===== src/rtl/placement_pkg.sv =====
// Shared constants, types and helpers for the placer and the placement evaluator.
package placement_pkg;

  localparam int unsigned DW     = 32;
  localparam int unsigned N0     = 4;
  localparam int unsigned N      = N0 * N0;
  localparam int unsigned N_EDGE = 15;
  localparam int unsigned N_NODE = 14;

  localparam logic signed [DW-1:0] UNPLACED = -32'sd1;
  localparam logic signed [DW-1:0] N_S      = DW'(N);

  typedef enum logic [1:0] {
    ERR_NONE     = 2'd0,
    ERR_UNPLACED = 2'd1,
    ERR_RANGE    = 2'd2,
    ERR_OVERLAP  = 2'd3
  } err_t;

  typedef enum logic [2:0] {
    IDLE    = 3'd0,
    RD_EDGE = 3'd1,
    RD_A    = 3'd2,
    RD_B    = 3'd3,
    ACC     = 3'd4,
    FIN     = 3'd5
  } state_t;

  // Absolute difference; wraps silently, legal coordinates never get close.
  function automatic logic signed [DW-1:0] abs_diff(input logic signed [DW-1:0] x,
                                                    input logic signed [DW-1:0] y);
    logic signed [DW-1:0] t;
    t = x - y;
    return (t < 0) ? -t : t;
  endfunction

  // Legal coordinate on one axis: 0..N-1.
  function automatic logic in_range(input logic signed [DW-1:0] c);
    return (c >= 0) && (c < N_S);
  endfunction

endpackage


===== src/rtl/placement_eval_if.sv =====
// Edge ROM and position RAM read ports seen by the evaluator.
interface placement_eval_if;
  logic                                  ea_re;
  logic                                  eb_re;
  logic        [placement_pkg::DW-1:0]   ea_addr;
  logic        [placement_pkg::DW-1:0]   eb_addr;
  logic        [placement_pkg::DW-1:0]   ea_dout;
  logic        [placement_pkg::DW-1:0]   eb_dout;
  logic                                  px_re;
  logic                                  py_re;
  logic        [placement_pkg::DW-1:0]   px_addr;
  logic        [placement_pkg::DW-1:0]   py_addr;
  logic signed [placement_pkg::DW-1:0]   px_dout;
  logic signed [placement_pkg::DW-1:0]   py_dout;

  modport master (
    output ea_re, eb_re, ea_addr, eb_addr, px_re, py_re, px_addr, py_addr,
    input  ea_dout, eb_dout, px_dout, py_dout
  );

  modport slave (
    input  ea_re, eb_re, ea_addr, eb_addr, px_re, py_re, px_addr, py_addr,
    output ea_dout, eb_dout, px_dout, py_dout
  );
endinterface


===== src/rtl/placement_eval_manhattan_dist.sv =====
// Manhattan distance between two placed nodes plus legality flags.
module manhattan_dist
  import placement_pkg::*;
(
  input  logic signed [DW-1:0] ax,
  input  logic signed [DW-1:0] ay,
  input  logic signed [DW-1:0] bx,
  input  logic signed [DW-1:0] by,
  output logic signed [DW-1:0] d,
  output logic                 unplaced,
  output logic                 out_of_range,
  output logic                 overlap
);

  // Pure combinational distance and endpoint checks.
  always_comb begin
    d            = abs_diff(ax, bx) + abs_diff(ay, by);
    unplaced     = (ax == UNPLACED) || (ay == UNPLACED) ||
                   (bx == UNPLACED) || (by == UNPLACED);
    out_of_range = !in_range(ax) || !in_range(ay) || !in_range(bx) || !in_range(by);
    overlap      = (ax == bx) && (ay == by);
  end

endmodule


===== src/rtl/placement_eval.sv =====
// Post-placement wirelength evaluator: walks every edge, sums |dx|+|dy|-1,
// tracks the longest edge and stops at the first illegal endpoint pair.
module placement_eval
  import placement_pkg::*;
(
  input  logic                 clk,
  input  logic                 reset,
  input  logic                 start,
  output logic                 busy,
  output logic                 done,
  placement_eval_if.master     mem,
  output logic signed [DW-1:0] sum,
  output logic        [DW-1:0] max_len,
  output err_t                 err_code,
  output logic        [DW-1:0] err_edge
);

  state_t               state, state_n;
  logic        [DW-1:0] i_q;
  logic        [DW-1:0] b_q;
  logic signed [DW-1:0] ax_q, ay_q;
  logic signed [DW-1:0] d;
  logic                 unplaced, out_of_range, overlap;
  err_t                 acc_err;

  // B endpoint coordinates are consumed straight off the RAM outputs in ACC.
  manhattan_dist u_dist (
    .ax           (ax_q),
    .ay           (ay_q),
    .bx           (mem.px_dout),
    .by           (mem.py_dout),
    .d            (d),
    .unplaced     (unplaced),
    .out_of_range (out_of_range),
    .overlap      (overlap)
  );

  // State register.
  always_ff @(posedge clk or posedge reset) begin
    if (reset) state <= IDLE;
    else       state <= state_n;
  end

  // Next state, error priority and memory read requests.
  always_comb begin
    state_n     = state;
    mem.ea_re   = 1'b0;
    mem.eb_re   = 1'b0;
    mem.ea_addr = '0;
    mem.eb_addr = '0;
    mem.px_re   = 1'b0;
    mem.py_re   = 1'b0;
    mem.px_addr = '0;
    mem.py_addr = '0;

    if      (unplaced)     acc_err = ERR_UNPLACED;
    else if (out_of_range) acc_err = ERR_RANGE;
    else if (overlap)      acc_err = ERR_OVERLAP;
    else                   acc_err = ERR_NONE;

    case (state)
      IDLE: if (start) state_n = RD_EDGE;
      RD_EDGE: begin
        mem.ea_re   = 1'b1;
        mem.eb_re   = 1'b1;
        mem.ea_addr = i_q;
        mem.eb_addr = i_q;
        state_n     = RD_A;
      end
      RD_A: begin
        mem.px_re   = 1'b1;
        mem.py_re   = 1'b1;
        mem.px_addr = mem.ea_dout;
        mem.py_addr = mem.ea_dout;
        state_n     = RD_B;
      end
      RD_B: begin
        mem.px_re   = 1'b1;
        mem.py_re   = 1'b1;
        mem.px_addr = b_q;
        mem.py_addr = b_q;
        state_n     = ACC;
      end
      ACC: begin
        if (acc_err != ERR_NONE || i_q == DW'(N_EDGE - 1)) state_n = FIN;
        else                                                state_n = RD_EDGE;
      end
      FIN:     state_n = IDLE;
      default: state_n = IDLE;
    endcase
  end

  // Datapath, results and status flags.
  always_ff @(posedge clk or posedge reset) begin
    if (reset) begin
      busy     <= 1'b0;
      done     <= 1'b0;
      i_q      <= '0;
      b_q      <= '0;
      ax_q     <= '0;
      ay_q     <= '0;
      sum      <= '0;
      max_len  <= '0;
      err_code <= ERR_NONE;
      err_edge <= '0;
    end else begin
      busy <= (state_n == RD_EDGE) || (state_n == RD_A) ||
              (state_n == RD_B)    || (state_n == ACC);
      done <= (state_n == FIN);
      case (state)
        IDLE: if (start) begin
          i_q      <= '0;
          sum      <= '0;
          max_len  <= '0;
          err_code <= ERR_NONE;
          err_edge <= '0;
        end
        RD_A: b_q <= mem.eb_dout;
        RD_B: begin
          ax_q <= mem.px_dout;
          ay_q <= mem.py_dout;
        end
        ACC: begin
          if (acc_err != ERR_NONE) begin
            err_code <= acc_err;
            err_edge <= i_q;
          end else begin
            sum <= sum + d - 32'sd1;
            if ($unsigned(d) > max_len) max_len <= $unsigned(d);
            i_q <= i_q + DW'(1);
          end
        end
        default: ;
      endcase
    end
  end

endmodule


===== src/flat_wrapper.sv =====
// flat-port wrapper written by rule: the top's interface ports become plain ports
module placement_eval_flat import placement_pkg::*;
  (clk, reset, start, busy, done, sum, max_len, err_code, err_edge, mem_ea_re, mem_eb_re, mem_ea_addr, mem_eb_addr, mem_px_re, mem_py_re, mem_px_addr, mem_py_addr, mem_ea_dout, mem_eb_dout, mem_px_dout, mem_py_dout);
  placement_eval_if mem_i ();
  input  logic clk;
  input  logic reset;
  input  logic start;
  output logic busy;
  output logic done;
  output logic signed [DW-1:0] sum;
  output logic        [DW-1:0] max_len;
  output err_t err_code;
  output logic        [DW-1:0] err_edge;
  output wire logic [$bits(mem_i.ea_re)-1:0] mem_ea_re;
  output wire logic [$bits(mem_i.eb_re)-1:0] mem_eb_re;
  output wire logic [$bits(mem_i.ea_addr)-1:0] mem_ea_addr;
  output wire logic [$bits(mem_i.eb_addr)-1:0] mem_eb_addr;
  output wire logic [$bits(mem_i.px_re)-1:0] mem_px_re;
  output wire logic [$bits(mem_i.py_re)-1:0] mem_py_re;
  output wire logic [$bits(mem_i.px_addr)-1:0] mem_px_addr;
  output wire logic [$bits(mem_i.py_addr)-1:0] mem_py_addr;
  input wire logic [$bits(mem_i.ea_dout)-1:0] mem_ea_dout;
  input wire logic [$bits(mem_i.eb_dout)-1:0] mem_eb_dout;
  input wire logic [$bits(mem_i.px_dout)-1:0] mem_px_dout;
  input wire logic [$bits(mem_i.py_dout)-1:0] mem_py_dout;
  assign mem_ea_re = mem_i.ea_re;
  assign mem_eb_re = mem_i.eb_re;
  assign mem_ea_addr = mem_i.ea_addr;
  assign mem_eb_addr = mem_i.eb_addr;
  assign mem_px_re = mem_i.px_re;
  assign mem_py_re = mem_i.py_re;
  assign mem_px_addr = mem_i.px_addr;
  assign mem_py_addr = mem_i.py_addr;
  assign mem_i.ea_dout = mem_ea_dout;
  assign mem_i.eb_dout = mem_eb_dout;
  assign mem_i.px_dout = mem_px_dout;
  assign mem_i.py_dout = mem_py_dout;
  placement_eval u_core (.clk(clk), .reset(reset), .start(start), .busy(busy), .done(done), .mem(mem_i), .sum(sum), .max_len(max_len), .err_code(err_code), .err_edge(err_edge));
endmodule

===== config.mk =====
export PLATFORM = sky130hd
export DESIGN_NAME = placement_eval_flat
export DESIGN_NICKNAME = d
export VERILOG_FILES = /design/src/rtl/placement_pkg.sv /design/src/rtl/placement_eval_if.sv /design/src/rtl/placement_eval_manhattan_dist.sv /design/src/rtl/placement_eval.sv /design/src/flat_wrapper.sv
export SDC_FILE = /design/constraint.sdc
export NUM_CORES = 1
export LEC_CHECK = 0
export ABC_AREA = 1
export BUFFER_PORTS_ARGS = -buffer_cell sky130_fd_sc_hd__buf_4
export CAP_MARGIN = 20
export CORE_MARGIN = 3
export CORE_UTILIZATION = 30
export CTS_CLUSTER_SIZE = 30
export DETAILED_ROUTE_END_ITERATION = 16
export SYNTH_ARGS = -nofsm -noshare
export SYNTH_HDL_FRONTEND = slang
export SYNTH_SLANG_ARGS = --single-unit
export TNS_END_PERCENT = 1

===== constraint.sdc =====
create_clock -name clk -period 16.5 [get_ports clk]
set_input_delay 0 -clock clk [delete_from_list [all_inputs] [get_ports clk]]
set_output_delay 0 -clock clk [all_outputs]
set_load 0.02 [all_outputs]

==> reports/metrics.cfg, run 1 <==
[setup_path]
critPathLaunchType=flop
cp_max_fo=31
slowest_stage=nand2_1
worstSetupPathType=flop to flop
worst_ep_required_time_ns=17.00
cpMostUsedCell=nand2_1
critPathArrivalTime_ns=8.25
endpoint_kind=flop
path_buf_inv=5
crit_start=u_core.ax_q[2]$_DFFE_PP0N_
r2r-start=u_core.ax_q[2]$_DFFE_PP0N_
critPathMaxStageDelay_ns=0.63
critPathTopFamily=simple AND/OR/NAND/NOR gates
r2r_setup_slack_ns=8.75

[floorplanning]
dieHeight_um=281
start_util_pct=30.4
die_area_um2=79000
die_width_um=281
ios=363
coreArea_um2=74700
row_count=100

[synth]
yosysWarnings=0
ys_async_sr_fraction_pct=100
yosys_most_used_dff=dfrtp_1
synth_top_area_share_pct=25.5
synthesis.area_um2=22700
netlist_top_cells_area=dfrtp_1 (25%), nand2_1 (14%), inv_1 (11%)
synth-edff-count=0
ys_seq_area_share_pct=25.5
synth.distinct_cells=59
yosys.area.top_type=dfrtp_1
syn-num-nets=3795
yosysMostFrequentCell=nand2_1
postSynthCellCount=3470
synth_common_cells=nand2_1 (822), inv_1 (644), nor2_1 (273)
avgSynthCellArea_um2=6.54
ys_seq_elements=231

[routing]
post_drt_wl_per_cell_um=16.2
vias=23200
drt_wl_total_mm=78.4
detail-route-antenna-nets=0
vias_per_cell=4.81
drtIter0Drc=1593
drc=0
first_pass_iters=7

[final_layout]
postLayoutCoreUtil_pct=37.4
areaGrowthSynthToFinish_pct=23.0
diodes=0
regArea_um2=5780
drive_gt1_share_pct=15.1
multi_input_area_um2=13500
fillCellCount=8042
fin_nets=4162

[sta]
period_share_pct=47.0
finClkSkew_ns=0.0119
min_period_ns=7.75
worst_pin_slew_ns=1.01
fmax_mhz=129
relSlewSlack_pct=32.1
rsz0062_at_grt=false
drv_slew=0
hold_viol_final=0
hold_ws_ns=0.0262
final-setup-viol-count=0
setup_tns_ns=0

[global_route]
grt-ovfl-total=0
grt_pass1_wl_mm=122
antenna_found_initial=0
grt_pass1_vias=22100
grt_usage_pct=19.2
grt_max_degree=108

[clock_network]
cts-htree-levels=1
post_cts_resized=0
ctsRootBufferMaster=clkbuf_16
numClockSinks=231
cts_made_buffers=30
cts.path.max_buffers=3
clock_latency_ns=0.61
cts_tree=done
path_clk_slew_ns=0.06

[hold_path]
hold_class=input pin to flop
hp-start=start

[placement]
numPortBuffers=362
dpl.hpwl_mm=64.2
place_congestion=0.959

[outcome]
status=finished clean

[run]
cap_violations=0

[logic make-up (layout without fill, tap and decap cells)]
logic type / Yosys count / after routing / synth area share [%]
mux: 12 / 12 / 0.595
xor+xnor: 117 / 117 / 4.55
buf+inv: 817 / 1206 / 15.0
compound gates: 490 / 490 / 12.0
fa+ha+maj: 194 / 194 / 10.8
simple gates: 1609 / 1609 / 31.6
flops: 231 / 231 / 25.5
[area by class of cell]
type / count / area share [%]
clock buffer: 42 / 3.06
clock inverter: 12 / 0.708
inverter: 682 / 9.20
multi-input combinational: 2422 / 48.5
sequential: 231 / 20.7
tap: 969 / 4.34
timing repair buffer: 470 / 13.5
[final timing paths]
check / to / depth (start not counted)
hold reg to reg: u_core.b_q[25]$_DFFE_PP0N_ / 1
setup reg to reg: u_core.max_len[10]$_DFFE_PP0P_ / 37
min in group asynchronous: u_core.err_edge[6]$_DFFE_PP0P_ / 3
max in group asynchronous: u_core.sum[4]$_DFFE_PP0P_ / 4
hold / removal: u_core.i_q[3]$_DFFE_PP0P_ / 4
setup / recovery: u_core.max_len[10]$_DFFE_PP0P_ / 37
[what timing repair did]
action | in CTS | in global routing
hold buffers | 97 | 0
endpoints found under the hold margin | 201 | 0
setup buffers | 0 | 0
[placed cells by master (no fill, tap or decap), types with 97 or more instances in the layout]
| master | synthesis | routed |
|---|---|---|
| nand2_1 | 822 | 820 |
| nand3_1 | 221 | 221 |
| dlygate4sd3_1 | 0 | 97 |
| o21ai_0 | 178 | 178 |
| inv_1 | 644 | 643 |
| buf_4 | 74 | 373 |
| ha_1 | 190 | 190 |
| nor2_1 | 273 | 271 |
| a21oi_1 | 152 | 152 |
| dfrtp_1 | 231 | 231 |
[metal layers]
metal	routed length [um]	part of all wire, %	GRT usage [%]
met2	35300	45	31.0
met1	37600	48	27.3
met3	3570	4.6	1.79
met4	2030	2.6	5.04
met5	0	0	0
[worst reg2reg max path, delay by kind of cell (launching register included)]
| kind | cells | cell delay, ns |
|---|---|---|
| AO/OA/AOI/OAI | 4 | 0.81 |
| XOR/XNOR | 2 | 0.57 |
| adder cells (fa/ha/maj) | 3 | 1.09 |
| flip-flops | 1 | 0.40 |
| AND/OR/NAND/NOR | 23 | 4.29 |
| buffers and inverters | 5 | 0.52 |
[metrics by stage]
step,worst slack (ns),std cells,area [um2]
after floorplan,10.17,3470,22700
after global placement,9.03,4677,25900
after detailed placement,8.81,4677,25900
after CTS,8.77,4828,27900
after global routing,7.85,4828,27900
final,8.75,4828,27900
[registers in the layout (all words and copies together), names as in the netlist, 2 cells and up]
name,flops
u_core.ay_q,32
u_core.err_code,2
u_core.b_q,32
u_core.state,3
u_core.max_len,32
u_core.i_q,32
u_core.ax_q,32
u_core.err_edge,32
u_core.sum,32
Power of run 1 is not shown: default switching activity piles up to over one toggle a cycle in this logic, so the estimate is an artifact.
==> run 2: changes to the inputs <==
--- a/config.mk
+++ b/config.mk
@@ -5,7 +5,7 @@
 export SDC_FILE = /design/constraint.sdc
 export NUM_CORES = 1
 export LEC_CHECK = 0
-export ABC_AREA = 1
+export ABC_AREA = 0
 export BUFFER_PORTS_ARGS = -buffer_cell sky130_fd_sc_hd__buf_4
 export CAP_MARGIN = 20
 export CORE_MARGIN = 3
==> constraint.sdc (replaced) <==
create_clock -name clk -period 6.5 [get_ports clk]
set_input_delay 0 -clock clk [delete_from_list [all_inputs] [get_ports clk]]
set_output_delay 0 -clock clk [all_outputs]
set_load 0.02 [all_outputs]
==> run 2 against run 1 <==
  * The flow now finishes with violations (setup timing)
  * Synthesized cell count decreased by 28%
  * Final cell count decreased by 8.9%
  * Sequential share of layout area decreased by 1.9 points
  * Die area decreased by 12%
  * Register-to-register slack got worse by 9.8 ns
  * Setup slack got worse by 9.8 ns
  * Non-clock buffer count increased by 664
  * Wire length decreased by 8.3%
  * Critical path depth increased by 4
  * Design area increased by 10%
  * Critical path type unchanged
  * Largest cell class unchanged
==> reports/metrics.cfg, run 2 <==
[routing]
vias=21200  ; was 23,200
drt_wl_total_mm=71.9  ; was 78.4 mm
drc=0  ; unchanged
post_drt_wl_per_cell_um=16.4  ; was 16.2 um
drtIter0Drc=1318  ; was 1,593
first_pass_iters=5  ; was 7
detail-route-antenna-nets=0  ; unchanged
vias_per_cell=4.82  ; was 4.81

[placement]
post_dp_cell_area_um2=28100  ; was 25,900 um2
place_congestion=0.886  ; was 0.959
dp_cells=4219  ; was 4,677
numPortBuffers=362  ; unchanged
dpl.hpwl_mm=58.0  ; was 64.2 mm

[sta]
hold_ws_ns=0.0691  ; was 0.0262 ns
relSlewSlack_pct=41.2  ; was 32.1%
period_share_pct=116  ; was 47.0%
drv_slew=0  ; unchanged
min_period_ns=7.57  ; was 7.75 ns
finClkSkew_ns=0.0196  ; was 0.0119 ns
setup_ws_ns=-1.07  ; was 8.75 ns
rsz0062_at_grt=true  ; was false
worst_pin_slew_ns=0.881  ; was 1.01 ns
final-setup-viol-count=45  ; was 0
hold_viol_final=0  ; unchanged
fmax_mhz=132  ; was 129 MHz

[setup_path]
r2r-end=u_core.sum[31]$_DFFE_PP0P_  ; was u_core.max_len[10]$_DFFE_PP0P_
rr_worst_depth=41  ; was 37
worstSetupPathType=flop to flop  ; unchanged
endpoint_kind=flop  ; unchanged
critPathArrivalTime_ns=8.12  ; was 8.25 ns
slowest_stage=or4b_4  ; was nand2_1
worst_ep_required_time_ns=7.04  ; was 17.00 ns
crit_start=u_core.ay_q[10]$_DFFE_PP0N_  ; was u_core.ax_q[2]$_DFFE_PP0N_
critPathLaunchType=flop  ; unchanged
crit_cells=41  ; was 37
crit_path_end=u_core.sum[31]$_DFFE_PP0P_  ; was u_core.max_len[10]$_DFFE_PP0P_
r2r_setup_slack_ns=-1.07  ; was 8.75 ns
critPathTopFamily=compound AO/OA/AOI/OAI gates  ; was simple AND/OR/NAND/NOR gates
critPathMaxStageDelay_ns=0.53  ; was 0.63 ns
cp_max_fo=13  ; was 31
r2r-start=u_core.ay_q[10]$_DFFE_PP0N_  ; was u_core.ax_q[2]$_DFFE_PP0N_
path_buf_inv=7  ; was 5

[outcome]
violations=setup timing
status=finished, violations left  ; was finished clean

[final_layout]
final_cell_mix=buf_4 (1,029), inv_1 (262), dfrtp_1 (230)  ; was nand2_1 (820), inv_1 (643), buf_4 (373)
areaGrowthSynthToFinish_pct=53.7  ; was 23.0%
diodes=0  ; unchanged
fin_area_um2=30700  ; was 27,900 um2
fin_nets=3843  ; was 4,162
drive_gt1_share_pct=35.2  ; was 15.1%
postLayoutCoreUtil_pct=47.1  ; was 37.4%
fin_cells=4397  ; was 4,828
final_common_cell=buf_4  ; was nand2_1

[synth]
yosys_most_used_dff=dfrtp_1  ; unchanged
synth_top_area_share_pct=28.9  ; was 25.5%
yosys.area.top_type=dfrtp_1  ; unchanged
ys_async_sr_fraction_pct=100  ; unchanged
ys_seq_elements=231  ; unchanged
avgSynthCellArea_um2=7.98  ; was 6.54 um2
netlist_top_cells_area=dfrtp_1 (29%), ha_1 (12%), o21ai_0 (6.6%)  ; was dfrtp_1 (25%), nand2_1 (14%), inv_1 (11%)
synth.distinct_cells=74  ; was 59
yosysMostFrequentCell=inv_1  ; was nand2_1
synth_common_cells=inv_1 (268), o21ai_0 (263), dfrtp_1 (231)  ; was nand2_1 (822), inv_1 (644), nor2_1 (273)
ys_seq_area_share_pct=28.9  ; was 25.5%
postSynthCellCount=2504  ; was 3,470
yosysWarnings=0  ; unchanged
synthesis.area_um2=20000  ; was 22,700 um2
syn-num-nets=2829  ; was 3,795
synth-edff-count=0  ; unchanged

[global_route]
grt_max_degree=103  ; was 108
grt_usage_pct=19.9  ; was 19.2%
grt_pass1_vias=20900  ; was 22,100
grt_pass1_wl_mm=114  ; was 122 mm
antenna_found_initial=1  ; was 0
grt-ovfl-total=0  ; unchanged

[clock_network]
cts-htree-levels=1  ; unchanged
clock_latency_ns=0.61  ; about the same
cts_tree=done  ; unchanged
ctsRootBufferMaster=clkbuf_16  ; unchanged
cts.path.max_buffers=3  ; unchanged
cts_made_buffers=31  ; was 30
numClockSinks=231  ; unchanged
path_clk_slew_ns=0.06  ; about the same

[run]
cap_violations=0  ; unchanged

[floorplanning]
coreArea_um2=65200  ; was 74,700 um2
die_area_um2=69800  ; was 79,000 um2
die_width_um=264  ; was 281 um
row_count=93  ; was 100
dieHeight_um=264  ; was 281 um
ios=363  ; unchanged
start_util_pct=30.7  ; was 30.4%

[hold_path]
hold_class=input pin to asynchronous set/reset pin  ; was input pin to flop

run 2: changes by cell type in the layout (fill, tap and decap cells not counted), moves of 73 or more:
cell     previous run  this run
buf_4             373      1029
nand2_1           820       216
inv_1             643       262
nand3_1           221        94
nor2_1            271       159
xnor2_1            23        96
run 2: logic make-up (layout without fill, tap and decap cells):
group,count (synthesis),in the layout,synth area share [%]
adder cells (fa/ha/maj),194,194,12.3
AND/OR/NAND/NOR,801,801,19.8
flip-flops,231,231,28.9
multiplexers,72,72,3.83
buffers and inverters,421,1459,9.20
AO/OA/AOI/OAI,599,599,17.7
XOR/XNOR,186,186,8.29
run 2: stage by stage:
step                TNS [ns]  setup WS [ns]
floorplan             -36.41          -1.11
global placement      -48.71          -1.31
detailed placement    -58.03          -1.48
CTS                   -31.88          -1.10
global route          -59.41          -1.53
finish                -37.74          -1.07
run 2: worst reg2reg max path: cells and delay by family (launching register included):
kind | cells | cell delay, ns
fa+ha+maj | 4 | 1.07
flops | 1 | 0.41
compound gates | 19 | 3.02
buf+inv | 7 | 0.90
simple gates | 7 | 1.43
xor+xnor | 4 | 0.68
run 2: layer usage:
| layer | part of all wire (%) | up-vias | track usage (%) |
|---|---|---|---|
| met5 | 0 | - | 0 |
| met4 | 3.0 | 0 | 5.59 |
| met3 | 4.9 | 111 | 2.34 |
| met2 | 45 | 481 | 32.0 |
| met1 | 47 | 9901 | 28.2 |
| li1 | - | 10700 | - |
run 2: how the worst min path moves through the flow:
stage | from | end | slack [ns] | cells past startpoint
floorplan | mem_px_dout[0] | u_core.ax_q[0]$_DFFE_PP0N_ | 0.15 | 1
global placement | reset | u_core.b_q[22]$_DFFE_PP0N_ | 0.16 | 2
detailed placement | reset | u_core.b_q[18]$_DFFE_PP0N_ | 0.17 | 2
CTS | mem_py_dout[4] | u_core.err_code[0]$_DFFE_PP0P_ | 0.06 | 6
global route | mem_py_dout[4] | u_core.err_code[0]$_DFFE_PP0P_ | 0.11 | 6
finish | reset | u_core.b_q[25]$_DFFE_PP0N_ | 0.07 | 3
run 2: cell type report:
class	count	area, um2
clock buffers	43	891
clock inverters	14	178
fillers	6329	34400
inverters	268	1010
multi-input cells	1852	13000
flip-flops and latches	231	5780
well taps	855	1070
repair buffers	1134	8810
run 2: timing repair:
| action | 4_1_cts | 5_1_grt |
|---|---|---|
| endpoints found under the setup margin | 52 | 53 |
| endpoints found under the hold margin | 198 | 0 |
| pin swaps | 69 | 21 |
| buffers inserted | 22 | 2 |
| hold buffers | 98 | 0 |
| resized for setup | 87 | 31 |
Power of run 2 is left out for the same reason.
==> run 3: changes to the inputs <==
--- a/config.mk
+++ b/config.mk
@@ -9,9 +9,10 @@
 export BUFFER_PORTS_ARGS = -buffer_cell sky130_fd_sc_hd__buf_4
 export CAP_MARGIN = 20
 export CORE_MARGIN = 3
-export CORE_UTILIZATION = 30
+export CORE_UTILIZATION = 45
 export CTS_CLUSTER_SIZE = 30
 export DETAILED_ROUTE_END_ITERATION = 16
+export PLACE_DENSITY = 0.69
 export SYNTH_ARGS = -nofsm -noshare
 export SYNTH_HDL_FRONTEND = slang
 export SYNTH_SLANG_ARGS = --single-unit
==> run 3 against run 2 <==
  * The flow still finishes with violations (setup timing)
  * Sequential share of layout area up 0.24 points
  * Final cell count decreased by 6.5%
  * Die area decreased by 33%
  * Via count rose by 3.4%
  * Sequential cell count is the same
  * Global-route usage grew 8.9 points
  * Wire length is 1.7% lower
  * Hold slack improved by 0.020 ns
  * Design area decreased by 1.3%
  * Critical path depth unchanged
  * Highest routed layer is now met5
==> reports/metrics.cfg, run 3 (synthesis results as in run 2) <==
[final_layout]
postLayoutCoreUtil_pct=69.8  ; was 47.1%
diodes=0  ; unchanged
fin_cells=4111  ; was 4,397
fin_area_um2=30300  ; was 30,700 um2
drive_gt1_share_pct=35.4  ; was 35.2%
final_cell_mix=buf_4 (1,020), inv_1 (263), dfrtp_1 (230)  ; was buf_4 (1,029), inv_1 (262), dfrtp_1 (230)
areaGrowthSynthToFinish_pct=51.7  ; was 53.7%
fin_nets=3830  ; was 3,843
final_common_cell=buf_4  ; unchanged

[outcome]
violations=setup timing  ; unchanged
status=finished, violations left  ; unchanged

[global_route]
antenna_found_initial=1  ; unchanged
grt_max_degree=126  ; was 103
grt_usage_pct=28.8  ; was 19.9%
grt-ovfl-total=0  ; unchanged
grt_pass1_vias=21900  ; was 20,900
grt_pass1_wl_mm=111  ; was 114 mm

[routing]
drt_wl_total_mm=70.7  ; was 71.9 mm
drc=0  ; unchanged
vias_per_cell=5.33  ; was 4.82
post_drt_wl_per_cell_um=17.2  ; was 16.4 um
drtIter0Drc=1357  ; was 1,318
first_pass_iters=5  ; unchanged
vias=21900  ; was 21,200
detail-route-antenna-nets=0  ; unchanged

[clock_network]
clock_latency_ns=0.58  ; was 0.61 ns
cts_tree=done  ; unchanged
ctsRootBufferMaster=clkbuf_16  ; unchanged
numClockSinks=231  ; unchanged
cts_made_buffers=29  ; was 31
path_clk_slew_ns=0.06  ; about the same
cts-htree-levels=1  ; unchanged
cts.path.max_buffers=3  ; unchanged

[floorplanning]
row_count=76  ; was 93
start_util_pct=46.0  ; was 30.7%
die_width_um=217  ; was 264 um
die_area_um2=47000  ; was 69,800 um2
dieHeight_um=217  ; was 264 um
coreArea_um2=43500  ; was 65,200 um2
ios=363  ; unchanged

[setup_path]
slowest_stage=a221oi_4  ; was or4b_4
worstSetupPathType=flop to flop  ; unchanged
worst_ep_required_time_ns=7.02  ; was 7.04 ns
r2r-start=u_core.ay_q[4]$_DFFE_PP0N_  ; was u_core.ay_q[10]$_DFFE_PP0N_
critPathLaunchType=flop  ; unchanged
endpoint_kind=flop  ; unchanged
rr_worst_depth=41  ; unchanged
cp_max_fo=4  ; was 13
critPathArrivalTime_ns=8.25  ; was 8.12 ns
r2r_setup_slack_ns=-1.23  ; was -1.07 ns
path_buf_inv=4  ; was 7
critPathTopFamily=compound AO/OA/AOI/OAI gates  ; unchanged
critPathMaxStageDelay_ns=0.43  ; was 0.53 ns
r2r-end=u_core.sum[31]$_DFFE_PP0P_  ; unchanged
cpMostUsedCell=a21o_1

[hold_path]
hold-path-endpoint=u_core.err_code[0]$_DFFE_PP0P_
hold_class=input pin to flop  ; was input pin to asynchronous set/reset pin
hp-start=mem_py_dout[6]
hold_depth=6

[placement]
place_congestion=0.964  ; was 0.886
post_dp_cell_area_um2=27600  ; was 28,100 um2
numPortBuffers=362  ; unchanged
dpl.hpwl_mm=55.4  ; was 58.0 mm
dp_cells=3929  ; was 4,219
post-place-ws_ns=-1.51  ; was -1.48 ns

[run]
cap_violations=0  ; unchanged

[sta]
min_period_ns=7.73  ; was 7.57 ns
rsz0062_at_grt=true  ; unchanged
finClkSkew_ns=0.0111  ; was 0.0196 ns
hold_viol_final=0  ; unchanged
setup_ws_ns=-1.23  ; was -1.07 ns
worst_pin_slew_ns=0.953  ; was 0.881 ns
fmax_mhz=129  ; was 132 MHz
drv_slew=0  ; unchanged
relSlewSlack_pct=36.5  ; was 41.2%
final-setup-viol-count=47  ; was 45
period_share_pct=119  ; was 116%

[run 3: cell count changes in the layout (fill, tap and decap cells not counted), sizes merged]
cell	change
clkinv	-3
clkbuf	-1
dlygate4sd3	-1
inv	-1
buf	-10
[run 3: repair_timing]
item,CTS,global route
setup endpoints to repair,50,53
resized for setup,66,65
pin swaps,67,31
hold buffers,97,0
buffers inserted,22,10
endpoints found under the hold margin,215,0
[run 3: final cells by class]
| type | instances | area, um2 |
|---|---|---|
| Clock buffer | 42 | 865 |
| Clock inverter | 10 | 148 |
| Fill cell | 3433 | 13100 |
| Inverter | 268 | 1010 |
| Multi-Input combinational cell | 1852 | 13100 |
| Sequential cell | 231 | 5780 |
| Tap cell | 585 | 732 |
| Timing Repair Buffer | 1123 | 8730 |
[run 3: worst reg2reg max path, delay by kind of cell (launching register included)]
family          cells  cell delay, ns
simple gates        7            1.12
compound gates     22            3.94
flops               1            0.41
xor+xnor            4            0.71
buf+inv             4            0.47
fa+ha+maj           4            0.99
[run 3: per-stage QoR]
stage	hold WS [ns]	setup TNS [ns]
2_1_floorplan	0.151	-36.41
3_3_place_gp	0.216	-44.07
3_5_place_dp	0.214	-54.18
4_1_cts	0.0334	-34.77
5_1_grt	0.108	-56.38
6_report	0.0890	-36.20
[run 3: per-layer routing]
metal	track usage (%)	vias to the layer above	routed length, um
li1	-	10700	-
met1	37.7	10400	30900
met5	0	-	19
met4	9.96	2	2310
met3	3.56	138	3690
met2	49.3	653	33700
[run 3: worst max-delay path by stage]
stage	slack, ns	to	start	cells past startpoint
2_1_floorplan	-1.11	u_core.sum[31]$_DFFE_PP0P_	u_core.ax_q[1]$_DFFE_PP0N_	44
3_3_place_gp	-1.28	u_core.sum[31]$_DFFE_PP0P_	u_core.ay_q[0]$_DFFE_PP0N_	42
3_5_place_dp	-1.51	u_core.sum[31]$_DFFE_PP0P_	u_core.ay_q[0]$_DFFE_PP0N_	42
4_1_cts	-1.17	u_core.sum[31]$_DFFE_PP0P_	u_core.ay_q[3]$_DFFE_PP0N_	42
5_1_grt	-1.67	u_core.sum[31]$_DFFE_PP0P_	u_core.ax_q[0]$_DFFE_PP0N_	45
6_report	-1.23	u_core.sum[31]$_DFFE_PP0P_	u_core.ay_q[4]$_DFFE_PP0N_	41
Power of run 3 is left out for the same reason.
